File: config.mk
export PLATFORM = sky130hd
export DESIGN_NAME = srsc_frame_ctrl
export DESIGN_NICKNAME = d
export VERILOG_FILES = /design/src/rtl/srsc_pkg.sv /design/src/rtl/srsc_obuf.sv /design/src/rtl/srsc_frame_ctrl.sv
export SDC_FILE = /design/constraint.sdc
export NUM_CORES = 1
export LEC_CHECK = 0
export BUFFER_PORTS_ARGS = -buffer_cell sky130_fd_sc_hd__buf_2
export CAP_MARGIN = 5
export CORE_MARGIN = 2
export CORE_UTILIZATION = 30
export DETAILED_ROUTE_END_ITERATION = 10
export PLACE_DENSITY_LB_ADDON = 0.08
export SLEW_MARGIN = 10
export SYNTH_ARGS = -nofsm -noshare
export SYNTH_HDL_FRONTEND = slang
export SYNTH_SLANG_ARGS = --single-unit
File: constraint.sdc
create_clock -name clk -period 5.7 [get_ports clk]
set_input_delay 0.855 -clock clk [delete_from_list [all_inputs] [get_ports clk]]
set_output_delay 0.855 -clock clk [all_outputs]
set_load 0.01 [all_outputs]
File: src/rtl/srsc_pkg.sv
// srsc_pkg: shared types and widths for the SRSC frame controller.
package srsc_pkg;
    typedef enum logic [1:0] {IDLE, RUN, DRAIN} state_t;
    localparam int PIX_W   = 8;
    localparam int TRANS_W = 16;
    localparam int ENTRY_W = 3 * PIX_W + 3;
    localparam int SOF_BIT = 3 * PIX_W;
    localparam int EOL_BIT = 3 * PIX_W + 1;
    localparam int EOF_BIT = 3 * PIX_W + 2;
endpackage

File: src/rtl/srsc_obuf.sv
// srsc_obuf: first-word-fall-through FIFO with occupancy count.
module srsc_obuf #(
    parameter int DEPTH = 8,
    parameter int WIDTH = 27
) (
    input  logic                       clk,
    input  logic                       rst,
    input  logic                       wr_en,
    input  logic [WIDTH-1:0]           wr_data,
    input  logic                       rd_en,
    output logic [WIDTH-1:0]           rd_data,
    output logic [$clog2(DEPTH+1)-1:0] count
);
    localparam int CW = $clog2(DEPTH + 1);
    localparam int PW = (DEPTH > 1) ? $clog2(DEPTH) : 1;

    logic [WIDTH-1:0] mem [DEPTH];
    logic [PW-1:0] wr_ptr, rd_ptr;
    logic rd_ok;

    assign rd_ok = rd_en && (count != '0);
    assign rd_data = (count != '0) ? mem[rd_ptr] : '0;

    always_ff @(posedge clk)
        if (wr_en) mem[wr_ptr] <= wr_data;

    always_ff @(posedge clk or posedge rst) begin
        if (rst) begin
            wr_ptr <= '0;
            rd_ptr <= '0;
            count  <= '0;
        end else begin
            if (wr_en) wr_ptr <= (wr_ptr == PW'(DEPTH - 1)) ? '0 : wr_ptr + 1'b1;
            if (rd_ok) rd_ptr <= (rd_ptr == PW'(DEPTH - 1)) ? '0 : rd_ptr + 1'b1;
            count <= count + CW'(wr_en) - CW'(rd_ok);
        end
    end

    assert property (@(posedge clk) disable iff (rst) !(wr_en && count == CW'(DEPTH)));
endmodule

File: src/rtl/srsc_frame_ctrl.sv
// srsc_frame_ctrl: joins pixel/transmission streams into the fixed-latency SRSC
// pipeline under credit flow control and re-emits results through an output FIFO.
module srsc_frame_ctrl
    import srsc_pkg::*;
#(
    parameter int IMG_WIDTH  = 512,
    parameter int IMG_HEIGHT = 512,
    parameter int PIPE_LAT   = 3,
    parameter int OBUF_DEPTH = 8
) (
    input  logic               clk,
    input  logic               rst,
    input  logic               i_ale_valid,
    input  logic [PIX_W-1:0]   i_A_R,
    input  logic [PIX_W-1:0]   i_A_G,
    input  logic [PIX_W-1:0]   i_A_B,
    input  logic               i_pix_valid,
    output logic               o_pix_ready,
    input  logic [PIX_W-1:0]   i_I_R,
    input  logic [PIX_W-1:0]   i_I_G,
    input  logic [PIX_W-1:0]   i_I_B,
    input  logic               i_trans_valid,
    output logic               o_trans_ready,
    input  logic [TRANS_W-1:0] i_trans,
    output logic [PIX_W-1:0]   dp_I_R,
    output logic [PIX_W-1:0]   dp_I_G,
    output logic [PIX_W-1:0]   dp_I_B,
    output logic [PIX_W-1:0]   dp_A_R,
    output logic [PIX_W-1:0]   dp_A_G,
    output logic [PIX_W-1:0]   dp_A_B,
    output logic [TRANS_W-1:0] dp_trans,
    output logic               dp_valid,
    output logic               dp_ale_valid,
    input  logic [PIX_W-1:0]   dp_J_R,
    input  logic [PIX_W-1:0]   dp_J_G,
    input  logic [PIX_W-1:0]   dp_J_B,
    input  logic               dp_o_valid,
    output logic [PIX_W-1:0]   o_J_R,
    output logic [PIX_W-1:0]   o_J_G,
    output logic [PIX_W-1:0]   o_J_B,
    output logic               o_valid,
    input  logic               i_ready,
    output logic               o_sof,
    output logic               o_eol,
    output logic               o_eof,
    output logic               o_frame_done,
    output logic               o_busy,
    output logic               o_err
);
    localparam int CRW = $clog2(OBUF_DEPTH + 1);
    localparam int CLW = (IMG_WIDTH > 1) ? $clog2(IMG_WIDTH) : 1;
    localparam int RWW = (IMG_HEIGHT > 1) ? $clog2(IMG_HEIGHT) : 1;

    state_t state, state_n;
    logic [CLW-1:0] col;
    logic [RWW-1:0] row;
    logic [CRW-1:0] credit, fifo_count;
    logic [PIX_W-1:0] sh_R, sh_G, sh_B;
    logic [2:0] dp_flags;
    logic [3:0] sr [PIPE_LAT];
    logic [ENTRY_W-1:0] wr_data, rd_data;
    logic pend, load, use_live, has_credit, run, fire, pop, col_end, row_end, last;

    assign run        = state == RUN;
    assign has_credit = credit != '0;
    assign fire       = run && i_pix_valid && i_trans_valid && has_credit;
    assign o_pix_ready   = run && has_credit && i_trans_valid;
    assign o_trans_ready = run && has_credit && i_pix_valid;
    assign col_end    = col == CLW'(IMG_WIDTH - 1);
    assign row_end    = row == RWW'(IMG_HEIGHT - 1);
    assign last       = col_end && row_end;
    assign use_live   = (state == IDLE) && i_ale_valid;

    assign o_valid = fifo_count != '0;
    assign pop     = o_valid && i_ready;
    assign o_J_R   = rd_data[3*PIX_W-1 -: PIX_W];
    assign o_J_G   = rd_data[2*PIX_W-1 -: PIX_W];
    assign o_J_B   = rd_data[PIX_W-1:0];
    assign o_sof   = rd_data[SOF_BIT];
    assign o_eol   = rd_data[EOL_BIT];
    assign o_eof   = rd_data[EOF_BIT];
    assign o_frame_done = (state == DRAIN) && pop && o_eof;
    assign o_busy  = state != IDLE;
    assign wr_data = {sr[PIPE_LAT-1][2:0], dp_J_R, dp_J_G, dp_J_B};

    always_comb begin
        state_n = state;
        load    = 1'b0;
        unique case (state)
            IDLE: begin
                load    = i_ale_valid || pend;
                state_n = load ? RUN : IDLE;
            end
            RUN:   state_n = (fire && last) ? DRAIN : RUN;
            DRAIN: begin
                load    = o_frame_done && pend;
                state_n = o_frame_done ? (pend ? RUN : IDLE) : DRAIN;
            end
            default: state_n = IDLE;
        endcase
    end

    always_ff @(posedge clk or posedge rst)
        if (rst) state <= IDLE;
        else state <= state_n;

    always_ff @(posedge clk or posedge rst) begin
        if (rst) begin
            {dp_A_R, dp_A_G, dp_A_B, sh_R, sh_G, sh_B} <= '0;
            {dp_I_R, dp_I_G, dp_I_B, dp_trans, dp_flags} <= '0;
            {dp_valid, dp_ale_valid, pend, o_err} <= '0;
            col    <= '0;
            row    <= '0;
            credit <= CRW'(OBUF_DEPTH);
            for (int i = 0; i < PIPE_LAT; i++) sr[i] <= '0;
        end else begin
            dp_ale_valid <= load;
            if (load) {dp_A_R, dp_A_G, dp_A_B} <= use_live ? {i_A_R, i_A_G, i_A_B} : {sh_R, sh_G, sh_B};
            // A new value arriving mid-frame wins over consuming the old shadow.
            if (i_ale_valid && state != IDLE) begin
                {sh_R, sh_G, sh_B} <= {i_A_R, i_A_G, i_A_B};
                pend <= 1'b1;
            end else if (load) begin
                pend <= 1'b0;
            end
            dp_valid <= fire;
            if (fire) begin
                {dp_I_R, dp_I_G, dp_I_B, dp_trans} <= {i_I_R, i_I_G, i_I_B, i_trans};
                dp_flags <= {last, col_end, col == '0 && row == '0};
                col <= col_end ? '0 : col + 1'b1;
                if (col_end) row <= row_end ? '0 : row + 1'b1;
            end
            sr[0] <= {dp_valid, dp_flags};
            for (int i = 1; i < PIPE_LAT; i++) sr[i] <= sr[i-1];
            if (dp_o_valid != sr[PIPE_LAT-1][3]) o_err <= 1'b1;
            if (fire && !pop) credit <= credit - 1'b1;
            else if (pop && !fire) credit <= credit + 1'b1;
        end
    end

    srsc_obuf #(.DEPTH(OBUF_DEPTH), .WIDTH(ENTRY_W)) u_obuf (
        .clk     (clk),
        .rst     (rst),
        .wr_en   (dp_o_valid),
        .wr_data (wr_data),
        .rd_en   (pop),
        .rd_data (rd_data),
        .count   (fifo_count)
    );
endmodule

==> results.yml <==
power:
  clkPwrFrac_pct: 31.9
  leakage_uw: 0.00713
  p_seq_share_pct: 42.4
  total_power_uw: 8140
  ir_worst_vdd_v: 0.000177
  power_frac_comb_pct: 25.7
  p_per_area_nw_per_um2: 451
  power_switching_uw: 2500
  swShare_pct: 30.8
  p_int_uw: 5640
clocking:
  clk_pin_slew_ns: 0.05
  postCtsSetupBuffers: 0
  cts_hold_buf: 0
  post_cts_resized: 0
  htreeDepth: 2
  clk_latency_ns: 0.56
  clock-sinks: 357
  cts_tree: "yes"
  cts.path.max_buffers: 3
  cts_buffers: 43
  cts-root-buf: "clkbuf_16"
synth:
  synth_top_area_share_pct: 43.3
  synthTopCellsByArea: "edfxtp_1 (43%), dfrtp_1 (23%), mux4_2 (8.0%)"
  synthMostInstantiatedCell: "edfxtp_1"
  synth.avg_cell_area_um2: 14.9
  seq_area_frac_synth_pct: 66.9
  ys_ff_latch: 357
  synth-main-ff-cell: "edfxtp_1"
  syn_nets: 1118
  yosysUniqueCellTypes: 57
  synth-edff-count: 216
  yosysTopAreaCell: "edfxtp_1"
  synth-async-reset-ratio_pct: 39.5
  synthTopCellsByCount: "edfxtp_1 (216), nand2_1 (147), dfrtp_1 (140), mux2_2 (54), nor3_1 (54)"
  syn_area_um2: 15000
  yosys_warnings: 0
  netlist_instances: 1004
worst_setup_path:
  critPathLaunchType: "flop"
  path_class: "flop to output pin"
  cp.arrival_ns: 3.05
  crit_family: "flip-flops"
  cpMaxStageDelayCell: "dfrtp_4"
  ff2ff_path_depth: 12
  crit_path_cell_trace: "buf_4 > mux4_2 > mux2i_1 > nor2_1 > buf_2"
  cp.required_ns: 4.85
  crit_fanout: 37
  crit_cells: 5
  max_stage_delay_ns: 0.93
  worstPathBufferInverterCount: 2
  end_kind: "output pin"
hold_path:
  hold_path.class: "flop to flop"
  worstHoldPathCells: 0
sta:
  fmax_mhz: 256
  drv_slew: 0
  skew_ns: 0.0157
  min_period_ns: 3.91
  setup_viol_count_final: 0
  setup_tns_ns: 0
  setup_ws_ns: 1.79
  whs_ns: 0.345
  tightestPinTransition_ns: 1.00
  hold_viol_final: 0
  final.period_utilization_pct: 68.6
  rsz0062_at_grt: "false"
  slew_headroom_pct: 33.4
detailed_routing:
  met2_length_mm: 17.0
  wl_per_cell_um: 19.2
  vias_per_cell: 4.66
  drt_iter0_markers: 475
  vias: 8882
  firstDrtPassIters: 5
  wirelength_mm: 36.6
  met1_length_mm: 17.1
  ant_nets: 0
  wl_met3_mm: 1.86
  dr.max_layer_used: "met5"
  drc: 0
run_status:
  status: "finished clean"
floorplan:
  ios: 194
  die_h_um: 227
  die_x_um: 227
  fp.coreArea_um2: 49200
  fp-row-count: 81
  die-area_um2: 51700
  start_util_pct: 30.5
run:
  drv_cap: 0
place:
  gp_congestion: 0.742
  dp.final_hpwl_mm: 21.5
  pre_cts_ws_ns: 2.26
  port_buffers: 193
cells_and_area:
  fin_util_pct: 36.8
  antenna_cells: 0
  nNetsFinal: 1323
  layout-drive-gt1-share_pct: 34.4
  synthToLayoutAreaGrowth_pct: 20.6
global_routing:
  grt_pass1_wl_mm: 56.6
  grt_pass1_vias: 9260
  grt_use_total_pct: 14.4
  antenna_found_initial: 2
  grt-ovfl-total: 0
  grt_max_degree: 100
flip-flops by register name (all words and copies together) (netlist names), 4 cells and up:
signal,cells
col,9
credit,4
sh_G,8
dp_trans,16
dp_I_G,8
u_obuf.count,4
dp_A_B,8
sh_B,8
dp_I_B,8
sh_R,8
row,9
dp_A_R,8
dp_I_R,8
sr,12
u_obuf.mem,216
dp_A_G,8
final timing paths:
kind | slack, ns | from | endpoint
min reg2reg | 0.35 | sr[7] | sr[3]
max in group asynchronous | 4.02 | rst | u_obuf.rd_ptr[0]
min | 0.35 | sr[7] | sr[3]
max reg2reg | 2.58 | u_obuf.count[2] | credit[2]
max | 1.79 | u_obuf.rd_ptr[0] | o_J_G[7]
min in group asynchronous | 0.49 | rst | sh_B[2]
logic make-up (layout without fill, tap and decap cells):
logic type	after synthesis	in the layout	synth area share (%)
xor gates and xnor gates	8	8	0.468
DFF	357	357	66.9
AOI/OAI and AO/OA	92	92	4.64
adders and majority gates	19	19	1.64
and+or+nand+nor	320	320	9.87
muxes	137	137	14.3
buffers and inverters	71	310	2.28
placed cells by master, fill, tap and decap left out, types with 3 or more instances in the layout:
| cell type | netlist | routed |
|---|---|---|
| o21ai_0 | 21 | 21 |
| o31ai_1 | 5 | 5 |
| clkbuf_1 | 16 | 14 |
| nand2b_1 | 35 | 35 |
| clkbuf_16 | 0 | 43 |
| and3_1 | 6 | 4 |
| a211oi_1 | 5 | 5 |
| nor2_1 | 44 | 37 |
| mux2i_1 | 27 | 27 |
| nor3_1 | 54 | 52 |
| nand3b_1 | 3 | 3 |
| nor2_4 | 0 | 6 |
| clkinv_1 | 0 | 6 |
| nand2_1 | 147 | 147 |
| or2_2 | 4 | 4 |
| clkbuf_8 | 0 | 4 |
| buf_4 | 1 | 21 |
| xor2_1 | 4 | 4 |
| nand3_1 | 6 | 6 |
| a21oi_1 | 5 | 5 |
| o22ai_1 | 24 | 24 |
| inv_1 | 16 | 15 |
| ha_1 | 18 | 18 |
| buf_2 | 21 | 193 |
| dfrtp_1 | 140 | 137 |
| nor4_1 | 6 | 6 |
| edfxtp_1 | 216 | 216 |
| xnor2_1 | 4 | 4 |
| mux4_2 | 53 | 53 |
| a211oi_2 | 20 | 20 |
| a31oi_1 | 3 | 3 |
| inv_6 | 0 | 4 |
| mux2_2 | 54 | 54 |
| clkinv_2 | 0 | 6 |
per-stage QoR:
stage                     area (um^2)  instances
after floorplan                 15000       1004
after global placement          16700       1828
after detailed placement        16700       1828
after CTS                       18100       1907
after global routing            18100       1907
final                           18100       1907
area by class of cell:
cell class	count	area, um^2
fill	4704	31100
sequential	357	10000
multi-input combinational	576	4690
clock buffer	61	1180
timing repair buffer	214	1120
tap	664	831
clock inverter	18	146
inverter	17	68.8
routing by layer:
| metal | vias up | global-route usage [%] |
|---|---|---|
| li1 | 4153 | - |
| met1 | 4497 | 19.6 |
| met2 | 180 | 22.8 |
| met3 | 50 | 3.98 |
| met4 | 2 | 3.75 |
| met5 | - | 0 |
power groups by stage:
| stage | registers (uW) | clock network [uW] | logic [uW] |
|---|---|---|---|
| after global placement | 3520 | 0 | 2150 |
| after detailed placement | 3520 | 0 | 2160 |
| final | 3460 | 2600 | 2090 |
| after global routing | 3520 | 2800 | 2320 |
| after CTS | 3470 | 2700 | 2160 |
| after floorplan | 3360 | 0 | 1530 |
No activity file was read; power rests on OpenSTA's default activity.
